`config.mk`:
```
export PLATFORM = sky130hd
export DESIGN_NAME = e203_irq_arb
export DESIGN_NICKNAME = d
export VERILOG_FILES = /design/src/rtl/e203_irq_pkg.sv /design/src/rtl/e203_irq_arb_prio_enc.sv /design/src/rtl/e203_irq_arb.sv
export SDC_FILE = /design/constraint.sdc
export NUM_CORES = 1
export LEC_CHECK = 0
export ABC_AREA = 1
export CAP_MARGIN = 20
export CORE_ASPECT_RATIO = 0.8
export CORE_UTILIZATION = 46
export DETAILED_ROUTE_END_ITERATION = 16
export PLACE_DENSITY_LB_ADDON = 0.1
export SYNTH_ARGS = -nofsm -noshare
export SYNTH_HDL_FRONTEND = slang
export SYNTH_SLANG_ARGS = --single-unit
```
`constraint.sdc`:
```
create_clock -name clk -period 1.4 [get_ports clk]
set_input_delay 0.21 -clock clk [delete_from_list [all_inputs] [get_ports clk]]
set_output_delay 0.21 -clock clk [all_outputs]
set_load 0.02 [all_outputs]
```
`src/rtl/e203_irq_pkg.sv`:
```
// Shared types and constants for the E203 interrupt arbiter slice.
package e203_irq_pkg;

    localparam logic [1:0] ST_IDLE  = 2'd0;
    localparam logic [1:0] ST_REQ   = 2'd1;
    localparam logic [1:0] ST_BLOCK = 2'd2;

    typedef enum logic [1:0] {
        IDLE  = ST_IDLE,
        REQ   = ST_REQ,
        BLOCK = ST_BLOCK
    } irq_state_e;

    localparam logic [3:0] IRQ_CAUSE_EXT = 4'd11;
    localparam logic [3:0] IRQ_CAUSE_SFT = 4'd3;
    localparam logic [3:0] IRQ_CAUSE_TMR = 4'd7;
    localparam logic [3:0] IRQ_CAUSE_DBG = 4'd0;

    // A maskable source counts only when locally and globally enabled and the core is not halted.
    function automatic logic irq_qual(input logic src, input logic en,
                                      input logic glb_en, input logic dbg_mode);
        return src & en & glb_en & ~dbg_mode;
    endfunction

endpackage

```
`src/rtl/e203_irq_arb_prio_enc.sv`:
```
// Fixed-priority encoder: dbg > ext > sft > tmr; qual is {dbg, ext, sft, tmr}.
module e203_irq_prio_enc
    import e203_irq_pkg::*;
(
    input  logic [3:0] qual,
    output logic       any,
    output logic       dbg,
    output logic [3:0] cause
);

    // Select the highest-priority qualified source.
    always_comb begin
        any   = |qual;
        dbg   = 1'b0;
        cause = IRQ_CAUSE_DBG;
        if (qual[3]) begin
            dbg   = 1'b1;
            cause = IRQ_CAUSE_DBG;
        end else if (qual[2]) begin
            cause = IRQ_CAUSE_EXT;
        end else if (qual[1]) begin
            cause = IRQ_CAUSE_SFT;
        end else if (qual[0]) begin
            cause = IRQ_CAUSE_TMR;
        end else begin
            cause = IRQ_CAUSE_DBG;
        end
    end

endmodule

```
`src/rtl/e203_irq_arb.sv`:
```
// Interrupt arbiter: qualifies synchronized IRQ levels, issues one held request, then holds off.
// Optional feature macro: E203_IRQ_EXT_EDGE_EN (sticky rising-edge capture for the external IRQ).
module e203_irq_arb
    import e203_irq_pkg::*;
#(
    parameter int HOLDOFF = 2,
    parameter int CNT_W   = 4
) (
    input  logic       clk,
    input  logic       rst,
    input  logic       ext_irq_r,
    input  logic       sft_irq_r,
    input  logic       tmr_irq_r,
    input  logic       dbg_irq_r,
    input  logic       mstatus_mie,
    input  logic       mie_meie,
    input  logic       mie_msie,
    input  logic       mie_mtie,
    input  logic       dbg_mode,
    output logic       irq_req_valid,
    input  logic       irq_req_ready,
    output logic       irq_req_dbg,
    output logic [3:0] irq_req_cause,
    output logic [2:0] irq_pend
);

    localparam logic [CNT_W-1:0] HOLD_LOAD = (HOLDOFF > 0) ? CNT_W'(HOLDOFF - 1) : {CNT_W{1'b0}};

    logic [1:0]       state_r;
    logic [CNT_W-1:0] cnt_r;
    logic             valid_r;
    logic             dbg_r;
    logic [3:0]       cause_r;
    logic [2:0]       pend_r;
    logic             ext_src_s;
    logic [3:0]       qual_s;
    logic             any_s;
    logic             win_dbg_s;
    logic [3:0]       win_cause_s;
    logic             accept_s;

    assign accept_s = valid_r & irq_req_ready;

`ifdef E203_IRQ_EXT_EDGE_EN
    logic ext_prev_r;
    logic ext_edge_r;
    logic ext_rise_s;
    logic ext_acc_s;

    assign ext_rise_s = ext_irq_r & ~ext_prev_r;
    assign ext_acc_s  = accept_s & ~dbg_r & (cause_r == IRQ_CAUSE_EXT);

    // Sticky external edge: a new rising edge wins over a same-cycle clear so it is never lost.
    always_ff @(posedge clk) begin
        if (rst) begin
            ext_prev_r <= 1'b0;
            ext_edge_r <= 1'b0;
        end else begin
            ext_prev_r <= ext_irq_r;
            if (ext_rise_s) begin
                ext_edge_r <= 1'b1;
            end else if (ext_acc_s) begin
                ext_edge_r <= 1'b0;
            end else begin
                ext_edge_r <= ext_edge_r;
            end
        end
    end

    assign ext_src_s = ext_edge_r;
`else
    assign ext_src_s = ext_irq_r;
`endif

    assign qual_s = {dbg_irq_r & ~dbg_mode,
                     irq_qual(ext_src_s, mie_meie, mstatus_mie, dbg_mode),
                     irq_qual(sft_irq_r, mie_msie, mstatus_mie, dbg_mode),
                     irq_qual(tmr_irq_r, mie_mtie, mstatus_mie, dbg_mode)};

    e203_irq_prio_enc u_prio_enc (
        .qual  (qual_s),
        .any   (any_s),
        .dbg   (win_dbg_s),
        .cause (win_cause_s)
    );

    // Raw pending snapshot for mip readback.
    always_ff @(posedge clk) begin
        if (rst) begin
            pend_r <= 3'b000;
        end else begin
            pend_r <= {ext_src_s, sft_irq_r, tmr_irq_r};
        end
    end

    // Request FSM; dbg/cause are captured only in IDLE so they stay frozen through REQ and BLOCK.
    always_ff @(posedge clk) begin
        if (rst) begin
            state_r <= ST_IDLE;
            cnt_r   <= {CNT_W{1'b0}};
            valid_r <= 1'b0;
            dbg_r   <= 1'b0;
            cause_r <= 4'd0;
        end else begin
            case (state_r)
                ST_IDLE: begin
                    if (any_s) begin
                        state_r <= ST_REQ;
                        valid_r <= 1'b1;
                        dbg_r   <= win_dbg_s;
                        cause_r <= win_cause_s;
                    end
                end
                ST_REQ: begin
                    if (accept_s) begin
                        valid_r <= 1'b0;
                        if (HOLDOFF == 0) begin
                            state_r <= ST_IDLE;
                        end else begin
                            state_r <= ST_BLOCK;
                            cnt_r   <= HOLD_LOAD;
                        end
                    end
                end
                ST_BLOCK: begin
                    if (cnt_r == {CNT_W{1'b0}}) begin
                        state_r <= ST_IDLE;
                    end else begin
                        cnt_r <= cnt_r - CNT_W'(1);
                    end
                end
                default: begin
                    state_r <= ST_IDLE;
                    valid_r <= 1'b0;
                    cnt_r   <= {CNT_W{1'b0}};
                end
            endcase
        end
    end

    assign irq_req_valid = valid_r;
    assign irq_req_dbg   = dbg_r;
    assign irq_req_cause = cause_r;
    assign irq_pend      = pend_r;

endmodule

```
### Word level (Yosys, flattened, before mapping)

Cells that the tools add are included.

| word-level totals | value |
|---|---|
| flip-flop bits (word level) | 15 |

| operators by class | value |
|---|---|
| reductions and logical operators | 7 |
| add/sub/neg operators | 1 |
| bitwise operators | 14 |
| equality and inequality tests | 6 |
| muxes and demuxes | 15 |

Operators by type and width:

| kind | count |
|---|---|
| $mux W4 | 5 |
| $pmux W4 S3 | 1 |
| $and A1 B1 Y1 | 11 |
| $reduce_and A3 Y1 | 3 |
| $ne A2 B2 Y1 const B | 4 |
| $mux W2 | 3 |
| $pmux W2 S3 | 1 |
| $logic_not A4 Y1 | 1 |
| $reduce_or A4 Y1 | 1 |
| $sub A4 B1 Y4 const B | 1 |
| $mux W1 | 3 |
| $mux W3 | 1 |
| $not A1 Y1 | 3 |
| $pmux W1 S3 | 1 |
| $eq A2 B1 Y1 const B | 1 |
| $eq A2 B2 Y1 const B | 1 |
| $logic_not A2 Y1 | 1 |
| $reduce_and A2 Y1 | 1 |

### Longest topological paths before layout

Gate-level depths: netlist of the first run.

| depth | value |
|---|---|
| depth in word-level cells | 7 |
| depth in mapped cells | 9 |

### By module

From an unflattened synthesis of the first run, not the netlist that was laid out.

| unflattened totals | value |
|---|---|
| cell total of the unflattened synthesis | 131 |
| area, all modules | 844.6 µm² |

Modules (own cells, without submodules):

| module | seq. area each (µm²) | instances | area each (µm²) | cells each |
|---|---|---|---|---|
| e203_irq_arb | 300.3 | 1 | 780.7 | 118 |
| e203_irq_prio_enc | 0.0 | 1 | 63.8 | 13 |

### Least setup slack after synthesis of the first run

OpenSTA, ideal clock, no wires.

| timing path | value |
|---|---|
| path type | register -> register |
| from | register state_r[0] |
| to | register cnt_r[1] |
| arrival | 1,097 ps |
| buffers on the path | 1 |
| period minus slack after synthesis | 1,216 ps |
| library setup time | 120 ps |
| path slack | 184 ps |
| stages on the path, launching flop included | 8 |
| required time | 1,280 ps |
| cells stage by stage | dfxtp_1 inv_1 ha_1 buf_6 inv_2 nand3_2 o21ai_0 a21oi_1 |

| between the ends | value |
|---|---|
| longest elaborated chain between the ends | 3 |
| elaborated cells between the ends (all ways) | 8 |
| those cells by class | eq/ne (4); mux (1); bitwise (1); reduce/logical (2) |

RTL lines:

| what | line | text |
|---|---|---|
| from (decl) | e203_irq_arb.sv:29 | `logic [1:0] state_r;` |
| from (signal assigned) | e203_irq_arb.sv:99 | `state_r <= ST_IDLE;` |
| from (signal assigned) | e203_irq_arb.sv:108 | `state_r <= ST_REQ;` |
| from (signal assigned) | e203_irq_arb.sv:118 | `state_r <= ST_IDLE;` |
| $eq A2 B2 Y1 (tied with other cells) | e203_irq_arb.sv:105 | `case (state_r)` |
| $ne A2 B2 Y1 (no line) / $not A1 Y1 (equally long branches) | -- |  |
| $reduce_and A3 Y1 (no line) | -- |  |
| to (signal assigned) | e203_irq_arb.sv:100 | `cnt_r <= {CNT_W{1'b0}};` |
| to (signal assigned) | e203_irq_arb.sv:129 | `cnt_r <= cnt_r - CNT_W'(1);` |
| to (signal assigned) | e203_irq_arb.sv:135 | `cnt_r <= {CNT_W{1'b0}};` |
| to (decl) | e203_irq_arb.sv:30 | `logic [CNT_W-1:0] cnt_r;` |

Parallel ways exist; a longest one is shown, timed or not.
A chain may end at the register's enable or synchronous reset.

### Worst setup path in the final report of the first run

| timing path | value |
|---|---|
| from | register state_r[0] |
| to | register cnt_r[3] |

The elaborated chain is that of the path after synthesis.

==> key figures, run 1 <==
GRT
  • Antenna violations before repair: 0
  • Largest net degree at the start of global routing: 9
  • Total congestion overflow: 0
  • GRT Util Overall: 21.9%
  • Vias in the first global route: 669
  • First-pass GRT wire length: 2730 um

Critical path
  • Worst Path Max Fanout: 3
  • Crit path required time: 1630 ps
  • Reg-to-reg slack, setup: 70 ps
  • Worst Setup Start Kind: flip-flop
  • Crit path capture type: flip-flop
  • Critical Path AT: 1560 ps
  • Critical path class: flip-flop to flip-flop

Layout
  • Layout cells sized above 1: 19.8%
  • Layout Nets: 150
  • Area growth from synthesis to layout: 36.4%
  • Number of diodes: 0
  • Post-route cell area: 0.00105 mm^2

Timing
  • Sum of negative setup slack: 0 ps
  • Slew headroom: 85.2%
  • Crit path time final: 1330 ps
  • Final worst setup slack: 66.7 ps
  • Final hold viol count: 0
  • Skew final: 3.68 ps
  • Final period util: 95.2%
  • Worst-margin pin slew: 221 ps
  • Fmax: 0.750 GHz
  • RSZ-0062 raised after global routing: false
  • Setup violators final: 0
  • Final Max Slew Viols: 0
  • Hold Worst Slack: 458 ps

Detailed routing
  • Drt pass-1 iters: 4
  • DRT Wirelength: 1630 um
  • Average wire per standard cell: 10.8 um
  • DRC errors left: 0
  • Initial DRC Count: 30
  • Detail Route Antenna Nets: 0
  • Via Count: 743
  • Number of vias per cell: 4.89

Place
  • Post-DP HPWL: 1330 um
  • RePlAce Congestion: 0.737
  • Post-DP Area: 0.00102 mm^2
  • DP Worst Slack: -25.0 ps
  • # port buffers: 20

Synthesis
  • XOR/XNOR share of the synthesized area: 0%
  • Post-Synth Simple-Gate Area: 27.2%
  • Synthesized area: 769 um^2
  • Post-synthesis mux area share: 0%
  • Count of different cell masters after synthesis: 24
  • Post-synthesis sequential area ratio: 36.4%
  • Top post-synthesis cells by area: dfxtp_1, nand2_1, ha_1, inv_1, a21oi_1
  • Post-synth top area cell: dfxtp_1
  • Synth Net Count: 122
  • Yosys Warn Count: 0
  • Share of the synthesized area in the top cell type: 36.4%
  • Post-synthesis compound-gate area fraction: 16.4%
  • Adder-Cell Fraction of Synth Area: 8.13%
  • Seq cells post-synth: 14
  • Synthesized instance count: 105
  • Post-Syn Area per Cell: 7.33 um^2
  • Largest family of logic cells by synthesized area: simple AND/OR/NAND/NOR gates

Die
  • Die ar.: 0.00184 mm^2
  • Num rows: 12
  • Core Footprint: 0.00147 mm^2
  • Chip Width: 47.7 um
  • Initial Utilization: 52.3%
  • Ports: 21
  • Die Span Y: 38.6 um

Job
  • Max-Cap Viols: 0

Power
  • Peak VDD IR: 757 uV
  • Pwr Density: 1050 mW/mm^2
  • Leakage: 0.000518 uW
  • PnR Total Power: 1110 uW

Clock network
  • Clock root buffer: clkbuf_4
  • Worst-path clk slew: 80 ps
  • CTS Buffer Depth: 2
  • Clk_lat worst skew: 270 ps
  • # clock sinks: 14
  • TritonCTS clock tree: built
  • H-tree depth: 1
  • Setup bufs post-CTS: 0
  • Num CTS Buffers: 3
  • Hold bufs inserted after CTS: 0

Min path
  • HP Class: flip-flop to flip-flop

Run status
  • Status: completed
[worst max-delay path, cell delays in order, from the launching register on]
cell,delay [ps]
dfxtp_1,380
inv_1,80
ha_2,330
nand2_1,100
a21oi_1,150
o21a_1,140
o21a_1,100
[worst paths after layout]
| path | from | to | depth (start not counted) |
|---|---|---|---|
| setup / recovery | state_r[0] | cnt_r[3] | 6 |
| hold reg to reg | irq_req_cause[1] | irq_req_cause[1] | 2 |
| hold / removal | irq_req_cause[1] | irq_req_cause[1] | 2 |
| setup reg to reg | state_r[0] | cnt_r[3] | 6 |
[kinds of logic after synthesis]
kind of cell               Yosys count
adders and majority gates            5
AOI/OAI and AO/OA                   20
and+or+nand+nor                     45
buffers and inverters               21
DFF                                 14
[state kept, by name, indices dropped and copies added, names as in the netlist]
| name | flops |
|---|---|
| cnt_r | 4 |
| irq_pend | 3 |
| irq_req_cause | 3 |
| irq_req_dbg | 1 |
| irq_req_valid | 1 |
| state_r | 2 |
[what timing repair did]
item,CTS,global route
pin swaps,0,1
setup endpoints to repair,7,7
gates resized for setup,7,7
[synth_stat cells]
library cell	n
a211oi_2	1
a21o_1	1
a21oi_1	9
a21oi_2	2
a31oi_1	1
buf_2	1
buf_4	1
buf_6	1
dfxtp_1	14
ha_1	5
inv_1	14
inv_2	4
nand2_1	17
nand2_2	4
nand3_1	6
nand3_2	1
nand3b_1	1
nand4_1	3
nor2_1	11
nor2_2	2
o21a_1	2
o21ai_0	1
o21ai_1	2
o31ai_1	1
[placed cells by master, fill, tap and decap left out, types with 4 or more instances in the layout]
cell	n
dlygate4sd2_1	7
nand2_2	4
inv_1	14
nand3_1	6
buf_4	6
nand2_1	17
inv_2	4
nor2_1	11
dfxtp_1	13
a21oi_1	9
clkdlybuf4s50_1	11
[report_power, final]
group | leakage, uW | internal, uW | switching, uW
clock network | 0.0000138 | 99.6 | 119
logic | 0.000389 | 174 | 242
registers | 0.000116 | 446 | 23.9
[cell type report]
type	instances	area [um^2]
fillers	149	422
inverters	18	67.6
repair buffers	26	241
multi-input cells	70	410
well taps	21	26.3
flip-flops and latches	14	282
clock buffers	3	22.5
[metal layers]
layer	wire [um]	global-route usage [%]
met1	834	27.6
met2	732	34.5
met3	58	8.41
met4	8	6.25
met5	0	0
[per-stage QoR]
stage,std cells,util [%]
2_1_floorplan,105,-
3_3_place_gp,149,69.1
3_5_place_dp,149,69.1
4_1_cts,152,70.1
5_1_grt,152,71.3
6_report,152,71.3
(Power assumes the default switching activity.)
==> run 2, diff against run 1 <==
--- a/config.mk
+++ b/config.mk
@@ -10,6 +10,7 @@
 export CORE_ASPECT_RATIO = 0.8
 export CORE_UTILIZATION = 46
 export DETAILED_ROUTE_END_ITERATION = 16
+export GPL_ROUTABILITY_DRIVEN = 0
 export PLACE_DENSITY_LB_ADDON = 0.1
 export SYNTH_ARGS = -nofsm -noshare
 export SYNTH_HDL_FRONTEND = slang
==> results of run 2 <==
The final DEF is identical to that of run 1; final timing and power are the same.
==> run 3, diff against run 2 <==
--- a/config.mk
+++ b/config.mk
@@ -7,7 +7,6 @@
 export LEC_CHECK = 0
 export ABC_AREA = 1
 export CAP_MARGIN = 20
-export CORE_ASPECT_RATIO = 0.8
 export CORE_UTILIZATION = 46
 export DETAILED_ROUTE_END_ITERATION = 16
 export GPL_ROUTABILITY_DRIVEN = 0
==> run 3 against run 2 <==
First-iteration DRC count down 67%. Clock power up 31%. Largest cell class unchanged. Utilization down 4.7 points. Clock-buffer cell count up 1. Routed wire length down 7.7%. Combinational power down 4.8%. Global-route usage down 3.8 points. Final cell count down 4.6%. Largest power group unchanged. Flip-flop and latch count unchanged. Worst setup slack better by 35 ps. Maximum frequency up 2.7%.
==> key figures, run 3 (synthesis gave the netlist of run 1 again) <==
Run status
  • Status: completed (unchanged)

Timing
  • Setup violators final: 0 (unchanged)
  • Fmax: 0.770 GHz (was 0.750 GHz)
  • Final Max Slew Viols: 0 (unchanged)
  • Hold Worst Slack: 456 ps (was 458 ps)
  • Skew final: 4.22 ps (was 3.68 ps)
  • Crit path time final: 1300 ps (was 1330 ps)
  • Final hold viol count: 0 (unchanged)
  • Final period util: 92.7% (was 95.2%)
  • Slew headroom: 83.3% (was 85.2%)
  • Worst-margin pin slew: 250 ps (was 221 ps)

Detailed routing
  • Initial DRC Count: 10 (was 30)
  • Via Count: 713 (was 743)
  • Average wire per standard cell: 10.4 um (was 10.8 um)
  • Number of vias per cell: 4.92 (was 4.89)
  • DRT Wirelength: 1510 um (was 1630 um)
  • Detail Route Antenna Nets: 0 (unchanged)
  • DRC errors left: 0 (unchanged)
  • Drt pass-1 iters: 4 (unchanged)

Critical path
  • Crit path required time: 1610 ps (was 1630 ps)
  • Reg-to-reg slack, setup: 100 ps (was 70 ps)
  • Critical Path AT: 1510 ps (was 1560 ps)
  • Cells on worst reg2reg path: 7 (was 6)
  • Worst Path Max Fanout: 3 (unchanged)
  • Crit path capture type: flip-flop (unchanged)
  • Worst Setup Start Kind: flip-flop (unchanged)
  • Critical path class: flip-flop to flip-flop (unchanged)

GRT
  • First-pass GRT wire length: 2390 um (was 2730 um)
  • Largest net degree at the start of global routing: 9 (unchanged)
  • Antenna violations before repair: 0 (unchanged)
  • Vias in the first global route: 555 (was 669)
  • GRT Util Overall: 18.1% (was 21.9%)
  • Total congestion overflow: 0 (unchanged)

Place
  • # port buffers: 20 (unchanged)
  • Post-DP HPWL: 1210 um (was 1330 um)
  • Post-DP Area: 988 um^2 (was 0.00102 mm^2)

Clock network
  • Num CTS Buffers: 3 (unchanged)
  • # clock sinks: 14 (unchanged)
  • TritonCTS clock tree: built (unchanged)
  • Setup bufs post-CTS: 0 (unchanged)
  • CTS Buffer Depth: 2 (unchanged)
  • Worst-path clk slew: 80 ps (about the same)
  • H-tree depth: 1 (unchanged)
  • Clock root buffer: clkbuf_4 (unchanged)
  • Clk_lat worst skew: 280 ps (was 270 ps)

Die
  • Num rows: 14 (was 12)
  • Ports: 21 (unchanged)
  • Die ar.: 0.00184 mm^2 (about the same)
  • Initial Utilization: 49.9% (was 52.3%)
  • Chip Width: 42.9 um (was 47.7 um)
  • Core Footprint: 0.00154 mm^2 (was 0.00147 mm^2)
  • Die Span Y: 42.9 um (was 38.6 um)

Layout
  • Layout Nets: 147 (was 150)
  • Max reg flops: 4 (unchanged)
  • Number of diodes: 0 (unchanged)
  • Most common cell after layout, fill and taps aside: nand2_1 (unchanged)
  • Most flop-heavy register: cnt_r (unchanged)
  • Most frequent cells in the layout: nand2_1, inv_1, dfxtp_1 (unchanged)
  • Post-route cell area: 0.00103 mm^2 (was 0.00105 mm^2)
  • Area growth from synthesis to layout: 33.5% (was 36.4%)
  • Layout cells sized above 1: 17.1% (was 19.8%)

Power
  • Leakage: 0.000500 uW (was 0.000518 uW)
  • Pwr Density: 1120 mW/mm^2 (was 1050 mW/mm^2)
  • Peak VDD IR: 852 uV (was 757 uV)

Min path
  • Hold depth: 2 (unchanged)
  • HP Class: flip-flop to flip-flop (unchanged)

Job
  • Max-Cap Viols: 0 (unchanged)
==> run 3: cell count changes in the layout (fill, tap and decap cells not counted), sizes merged <==
| cell | previous run | this run |
|---|---|---|
| buf | 6 | 3 |
| clkbuf | 3 | 4 |
| dlymetal6s2s | 2 | 1 |
| dlygate4sd2 | 7 | 8 |
==> run 3: worst paths after layout <==
check / start / endpoint
min: irq_req_cause[1] / irq_req_cause[1]
max: state_r[1] / state_r[1]
min reg2reg: irq_req_cause[1] / irq_req_cause[1]
max reg2reg: state_r[1] / state_r[1]
==> run 3: area by class of cell <==
type	instances	area (um^2)
Clock buffer	4	36.3
Fill cell	144	514
Inverter	18	67.6
Multi-Input combinational cell	70	408
Sequential cell	14	280
Tap cell	16	20.0
Timing Repair Buffer	23	215
==> run 3: repair_timing <==
action	in CTS	in global routing
hold endpoints to repair	0	0
endpoints found under the setup margin	8	5
gates resized for setup	8	3
hold buffers	0	0
pin swaps	0	1
==> run 3: per-stage QoR <==
stage	util [%]	setup slack (ps)	total power (uW)	setup TNS, ps	cells
after floorplan	-	184	759	0	105
after global placement	64.1	-17.6	869	-31.7	141
after detailed placement	64.1	-9.14	877	-15.4	141
after CTS	65.8	6.46	1150	0	145
after global routing	66.6	-17.9	1240	-17.9	145
final	66.6	102	1150	0	145
==> run 3: routing by layer <==
metal  track usage, %  routed length (um)
met2             27.3                 669
met3             6.38                  63
met1             23.3                 758
met5                0                   0
met4             7.50                  17
==> run 3: worst max-delay path, stage by stage (launching register included) <==
cell	delay, ps
dfxtp_1	360
inv_1	70
ha_1	230
nand2_2	140
inv_2	50
a21oi_2	140
nand3_1	110
a21oi_1	140
==> run 3: power by group <==
group | switching, uW | total, uW | leakage [uW] | internal, uW
Clock | 129 | 287 | 0.0000210 | 158
Combinational | 231 | 397 | 0.000364 | 166
Sequential | 23.5 | 469 | 0.000115 | 446
Total | 383 | 1150 | 0.000500 | 770
